===== src/rtl/counter_pkg.sv =====
// +--------------------------------------------------------------+
// | counter_pkg: shared debounce FSM states and default timing    |
// | Rev 1.0                                                      |
// +--------------------------------------------------------------+
`default_nettype none

package counter_pkg;

  typedef enum logic [1:0] {
    RELEASED    = 2'd0,
    PRESS_CHK   = 2'd1,
    PRESSED     = 2'd2,
    RELEASE_CHK = 2'd3
  } state_t;

  // 20 ms at 50 MHz
  localparam int DEBOUNCE_DEFAULT = 1000000;

endpackage

`default_nettype wire


===== src/rtl/sync_2ff.sv =====
// +--------------------------------------------------------------+
// | sync_2ff: 1-bit two-flop synchronizer, sync active-low reset  |
// | Rev 1.0                                                      |
// +--------------------------------------------------------------+
`default_nettype none

module sync_2ff #(
  parameter logic RESET_VALUE = 1'b1
) (
  input  logic clock,
  input  logic reset,
  input  logic d,
  output logic q
);

  logic r_s1;

  always_ff @(posedge clock) begin
    if (!reset) begin
      r_s1 <= RESET_VALUE;
      q    <= RESET_VALUE;
    end else begin
      r_s1 <= d;
      q    <= r_s1;
    end
  end

endmodule

`default_nettype wire


===== src/rtl/key_debounce_pulse.sv =====
// +--------------------------------------------------------------+
// | key_debounce_pulse: active-low button debounce with press /   |
// | release strobes and a glitch-free count clock. Rev 1.0       |
// +--------------------------------------------------------------+
`default_nettype none

module key_debounce_pulse
  import counter_pkg::*;
#(
  parameter int DEBOUNCE_CYCLES = DEBOUNCE_DEFAULT
) (
  input  logic clock,
  input  logic reset,
  input  logic key_n,
  output logic key_level,
  output logic key_pulse,
  output logic release_pulse,
  output logic count_clock
);

  localparam int CNT_W = $clog2(DEBOUNCE_CYCLES);
  localparam logic [CNT_W-1:0] c_cnt_max = CNT_W'(DEBOUNCE_CYCLES - 1);

  logic             w_s_key;
  state_t           r_state;
  state_t           w_state_next;
  logic [CNT_W-1:0] r_cnt;
  logic [CNT_W-1:0] w_cnt_next;
  logic             w_press;
  logic             w_release;
  logic             w_level_next;

  sync_2ff #(
    .RESET_VALUE (1'b1)
  ) u_sync (
    .clock (clock),
    .reset (reset),
    .d     (key_n),
    .q     (w_s_key)
  );

  always_ff @(posedge clock) begin
    if (!reset) begin
      r_state       <= RELEASED;
      r_cnt         <= '0;
      key_level     <= 1'b0;
      key_pulse     <= 1'b0;
      release_pulse <= 1'b0;
      count_clock   <= 1'b1;
    end else begin
      r_state       <= w_state_next;
      r_cnt         <= w_cnt_next;
      key_level     <= w_level_next;
      key_pulse     <= w_press;
      release_pulse <= w_release;
      count_clock   <= ~w_level_next;
    end
  end

  always_comb begin
    w_state_next = r_state;
    w_cnt_next   = r_cnt;
    w_press      = 1'b0;
    w_release    = 1'b0;
    case (r_state)
      RELEASED: begin
        if (!w_s_key) begin
          w_state_next = PRESS_CHK;
          w_cnt_next   = '0;
        end
      end
      PRESS_CHK: begin
        if (w_s_key) begin
          w_state_next = RELEASED;
          w_cnt_next   = '0;
        end else if (r_cnt == c_cnt_max) begin
          w_state_next = PRESSED;
          w_press      = 1'b1;
        end else begin
          w_cnt_next = r_cnt + 1'b1;
        end
      end
      PRESSED: begin
        if (w_s_key) begin
          w_state_next = RELEASE_CHK;
          w_cnt_next   = '0;
        end
      end
      RELEASE_CHK: begin
        if (!w_s_key) begin
          w_state_next = PRESSED;
          w_cnt_next   = '0;
        end else if (r_cnt == c_cnt_max) begin
          w_state_next = RELEASED;
          w_release    = 1'b1;
        end else begin
          w_cnt_next = r_cnt + 1'b1;
        end
      end
      default: begin
        w_state_next = RELEASED;
        w_cnt_next   = '0;
      end
    endcase
  end

  // Level follows the next state so it lines up with the strobes
  assign w_level_next = (w_state_next == PRESSED) || (w_state_next == RELEASE_CHK);

endmodule

`default_nettype wire


===== config.mk =====
export PLATFORM = sky130hd
export DESIGN_NAME = key_debounce_pulse
export DESIGN_NICKNAME = d
export VERILOG_FILES = /design/src/rtl/counter_pkg.sv /design/src/rtl/sync_2ff.sv /design/src/rtl/key_debounce_pulse.sv
export SDC_FILE = /design/constraint.sdc
export NUM_CORES = 1
export LEC_CHECK = 0
export ABC_AREA = 1
export CAP_MARGIN = 10
export CORE_ASPECT_RATIO = 1.5
export CORE_MARGIN = 1.5
export CORE_UTILIZATION = 60
export DETAILED_ROUTE_END_ITERATION = 8
export PLACE_DENSITY_LB_ADDON = 0.05
export SLEW_MARGIN = 10
export SYNTH_ARGS = -nofsm -noshare
export SYNTH_HDL_FRONTEND = slang
export SYNTH_SLANG_ARGS = --single-unit

===== constraint.sdc =====
create_clock -name clock -period 3.5 [get_ports clock]
set_clock_uncertainty 0.1 [all_clocks]
set_input_delay 0.7 -clock clock [delete_from_list [all_inputs] [get_ports clock]]
set_output_delay 0.7 -clock clock [all_outputs]
set_load 0.05 [all_outputs]

==> impl_metrics.prom <==
# TYPE chip_impl_metric gauge
chip_impl_metric{name="routed_wirelength",unit="um"} 3260
chip_impl_metric{name="die-area",unit="mm2"} 0.00292
chip_impl_metric{name="grt-ovfl-total",unit=""} 0
chip_impl_info{name="cts_tree",value="built"} 1
chip_impl_metric{name="num-fill-cells",unit=""} 244
chip_impl_metric{name="critical_path.n_buffers_inverters",unit=""} 1
chip_impl_metric{name="detailroute.via_count",unit=""} 1468
chip_impl_metric{name="antenna_found_initial",unit=""} 0
chip_impl_metric{name="post_synth_mux_area_share",unit=""} 0
chip_impl_info{name="crit_chain",value="clkdlybuf4s50_1"} 1
chip_impl_metric{name="drtIter0Drc",unit=""} 47
chip_impl_metric{name="design.core.area",unit="mm2"} 0.00245
chip_impl_metric{name="cts_repair_resize_count",unit=""} 0
chip_impl_metric{name="place_congestion",unit=""} 0.909
chip_impl_metric{name="total_leakage_power",unit="nW"} 0.626
chip_impl_metric{name="drt_drc_violations_left",unit=""} 0
chip_impl_metric{name="clock.fmax",unit="MHz"} 442
chip_impl_metric{name="cap_violations",unit=""} 0
chip_impl_metric{name="clk_pin_slew_worst_paths",unit="ns"} 0.14
chip_impl_metric{name="post-route-min-period",unit="ns"} 2.26
chip_impl_metric{name="floorplan.initialDensity",unit=""} 0.636
chip_impl_metric{name="num-nets-final",unit=""} 256
chip_impl_metric{name="drt_pass1_iterations",unit=""} 4
chip_impl_metric{name="synth_compound_area_frac",unit=""} 0.0731
chip_impl_metric{name="report.final.slew_viol_count",unit=""} 0
chip_impl_metric{name="fin_setup_tns",unit="ns"} 0
chip_impl_metric{name="post-synth-top-area-fraction",unit=""} 0.360
chip_impl_metric{name="drt-wirelength-per-cell",unit="um"} 11.9
chip_impl_info{name="setup.worst_path.start_class",value="flop"} 1
chip_impl_metric{name="design.portCount",unit=""} 7
chip_impl_metric{name="finalSetupViolations",unit=""} 0
chip_impl_info{name="worst_path_max_delay_cell",value="sky130_fd_sc_hd__clkdlybuf4s50_1"} 1
chip_impl_metric{name="synth_adder_area_share",unit=""} 0.00803
chip_impl_metric{name="drtAntennaViolNets",unit=""} 0
chip_impl_metric{name="post_synth_num_cell_types",unit=""} 25
chip_impl_metric{name="largest_net_degree_at_the_start_of_global_routing",unit=""} 19
chip_impl_metric{name="yosys.area_share.simple",unit=""} 0.457
chip_impl_metric{name="syn2layout_area_growth",unit="%"} 7.95
chip_impl_metric{name="n_antenna_cell",unit=""} 0
chip_impl_metric{name="groute.usage.overall",unit=""} 0.243
chip_impl_metric{name="cts_buffers",unit=""} 3
chip_impl_metric{name="cts-root-to-sink-buffers",unit=""} 2
chip_impl_metric{name="worst_skew_pair.late_latency",unit="ns"} 0.33
chip_impl_info{name="delay_heaviest_family_cp",value="buffers and inverters"} 1
chip_impl_info{name="cell_taking_the_most_area_after_synthesis",value="sky130_fd_sc_hd__dfxtp_1"} 1
chip_impl_info{name="timing.hold.worst.class",value="flop to flop"} 1
chip_impl_metric{name="grt_pass1_wl",unit="um"} 5400
chip_impl_metric{name="maxSlewHeadroom",unit=""} 0.667
chip_impl_metric{name="power.density",unit="mW/mm2"} 330
chip_impl_metric{name="final_min_period_over_clock_period",unit=""} 0.646
chip_impl_metric{name="final_core_utilization",unit=""} 0.686
chip_impl_metric{name="vdd_ir_drop_max",unit="mV"} 0.278
chip_impl_metric{name="cp_data_required_time",unit="ns"} 2.70
chip_impl_metric{name="synthXorXnorAreaFrac",unit=""} 0.00562
chip_impl_metric{name="routed_via_density",unit=""} 5.34
chip_impl_metric{name="floorplan.die.width",unit="um"} 44.6
chip_impl_metric{name="synthesis.instances",unit=""} 243
chip_impl_metric{name="place.port_buffers",unit=""} 6
chip_impl_metric{name="ctsHoldBuffers",unit=""} 0
chip_impl_metric{name="share_of_layout_cells_above_drive_strength_1",unit=""} 0.0996
chip_impl_info{name="buffer_cell_driving_the_clock_tree_root",value="sky130_fd_sc_hd__clkbuf_4"} 1
chip_impl_info{name="endpoint_kind",value="primary output"} 1
chip_impl_info{name="setup.worst_path.class",value="flop to primary output"} 1
chip_impl_info{name="outcome",value="completed"} 1
chip_impl_metric{name="row_count",unit=""} 22
chip_impl_metric{name="hold_fails_final_rpt",unit=""} 0
chip_impl_metric{name="cp_slowest_stage_delay",unit="ns"} 0.79
chip_impl_metric{name="hpwl",unit="um"} 2520
chip_impl_metric{name="synth_area_per_cell",unit="um2"} 6.41
chip_impl_metric{name="htree_levels",unit=""} 1
chip_impl_info{name="grt_setup_unrepaired",value="no"} 1
chip_impl_metric{name="cts.repair_timing.setup_buffer_count",unit=""} 0
chip_impl_info{name="ys_top_cells_by_area",value="sky130_fd_sc_hd__dfxtp_1 36%, sky130_fd_sc_hd__nand2_1 16%, sky130_fd_sc_hd__nor2_1 8.7%"} 1
chip_impl_metric{name="dieHeight",unit="um"} 65.4
chip_impl_metric{name="timing.critical_path.fanout_max",unit=""} 1
chip_impl_metric{name="mappedNetlistArea",unit="mm2"} 0.00156
chip_impl_metric{name="timing.critical_path.arrival",unit="ns"} 1.46
chip_impl_metric{name="yosysWarningCount",unit=""} 0
chip_impl_info{name="dominant_combinational_cell_family_by_area_after_synthesis",value="simple AND/OR/NAND/NOR gates"} 1
chip_impl_metric{name="ys_ff_latch",unit=""} 28
chip_impl_metric{name="synth.yosys.seq_area_share",unit=""} 0.360
chip_impl_metric{name="sinks_on_clock_net",unit=""} 28
chip_impl_metric{name="syn_nets",unit=""} 247
chip_impl_metric{name="p_total",unit="uW"} 555
chip_impl_metric{name="grt_pass1_vias",unit=""} 1342
chip_impl_metric{name="worst_slew_pin_slew",unit="ns"} 0.498
[logic make-up after synthesis]
group / Yosys count
xor gates and xnor gates: 1
adders and majority gates: 1
DFF: 28
buffers and inverters: 36
AOI/OAI and AO/OA: 20
and+or+nand+nor: 157
[cell usage after synthesis, drive strengths merged]
| cell | instances |
|---|---|
| a21oi | 14 |
| and2 | 1 |
| buf | 3 |
| clkinv | 1 |
| dfxtp | 28 |
| ha | 1 |
| inv | 32 |
| nand2 | 69 |
| nand3 | 25 |
| nand4 | 9 |
| nor2 | 44 |
| nor3 | 7 |
| o21ai | 5 |
| o21bai | 1 |
| or2 | 2 |
| xor2 | 1 |
[placed cells by master, fill, tap and decap left out]
cell type / n
sky130_fd_sc_hd__o21bai_1: 1
sky130_fd_sc_hd__nand3_1: 24
sky130_fd_sc_hd__ha_1: 1
sky130_fd_sc_hd__inv_2: 5
sky130_fd_sc_hd__clkdlybuf4s50_1: 6
sky130_fd_sc_hd__nand3_2: 1
sky130_fd_sc_hd__nor3_1: 7
sky130_fd_sc_hd__inv_1: 27
sky130_fd_sc_hd__nor2_1: 36
sky130_fd_sc_hd__nand2_2: 2
sky130_fd_sc_hd__and2_1: 1
sky130_fd_sc_hd__nor2_2: 5
sky130_fd_sc_hd__clkbuf_4: 3
sky130_fd_sc_hd__a21oi_1: 14
sky130_fd_sc_hd__bufinv_16: 1
sky130_fd_sc_hd__o21ai_0: 1
sky130_fd_sc_hd__or2_2: 2
sky130_fd_sc_hd__nand2_4: 1
sky130_fd_sc_hd__xor2_1: 1
sky130_fd_sc_hd__o21ai_4: 1
sky130_fd_sc_hd__nor2_4: 3
sky130_fd_sc_hd__dfxtp_1: 28
sky130_fd_sc_hd__buf_4: 1
sky130_fd_sc_hd__o21ai_1: 3
sky130_fd_sc_hd__nand4_1: 9
sky130_fd_sc_hd__clkinv_1: 1
sky130_fd_sc_hd__nand2_1: 66
[power by group]
part | total, mW | internal (mW) | switching (mW)
Sequential | 0.322 | 0.321 | 0.00159
Clock | 0.212 | 0.116 | 0.0957
Combinational | 0.0211 | 0.00719 | 0.0139
Total | 0.555 | 0.444 | 0.111
[flip-flops by register name, indices dropped and copies added, names as in the netlist]
register       flops
r_state            2
key_pulse          1
count_clock        1
u_sync.r_s1        1
key_level          1
r_cnt             20
u_sync.q           1
release_pulse      1
[stage by stage]
step	hold WS [ns]	cells	worst slack, ns	cell area (um2)
after floorplan	0.293	243	2.00	1560
after global placement	0.300	271	1.52	1630
after global routing	0.358	275	1.20	1680
after detailed placement	0.306	271	1.53	1630
after CTS	0.340	275	1.23	1680
final	0.334	275	1.24	1680
[worst register-to-register path: cells and delay by family (launching register included)]
kind                       cells  cell delay, ns
DFF                            1            0.43
AOI/OAI and AO/OA              1            0.12
adders and majority gates      1            0.24
and+or+nand+nor                7            0.78
[final cells by class]
cell class	instances	area, um2	share of cell area
Clock inverter	1	30.0	0.0179
Timing Repair Buffer	7	67.6	0.0402
Multi-Input combinational cell	179	847	0.504
Inverter	33	124	0.0737
Sequential cell	28	561	0.333
Clock buffer	3	22.5	0.0134
Tap cell	24	30.0	0.0179
[path summary, 6_finish.rpt]
kind / start / endpoint / slack, ns / cells after the start
worst max-delay path: release_pulse / release_pulse / 1.24 / 1
worst min-delay path: u_sync.r_s1 / u_sync.q / 0.33 / 1
worst max register to register: r_cnt[0] / r_cnt[18] / 1.79 / 9
worst min register to register: u_sync.r_s1 / u_sync.q / 0.33 / 1
[metal layers]
metal / routed length (um) / vias to the layer above / track usage
li1: - / 786 / -
met1: 1440 / 656 / 0.286
met2: 1720 / 21 / 0.440
met3: 69 / 5 / 0.0275
met4: 44 / 0 / 0.0758
met5: 0 / - / 0
Power figures use the tool's default switching activity.
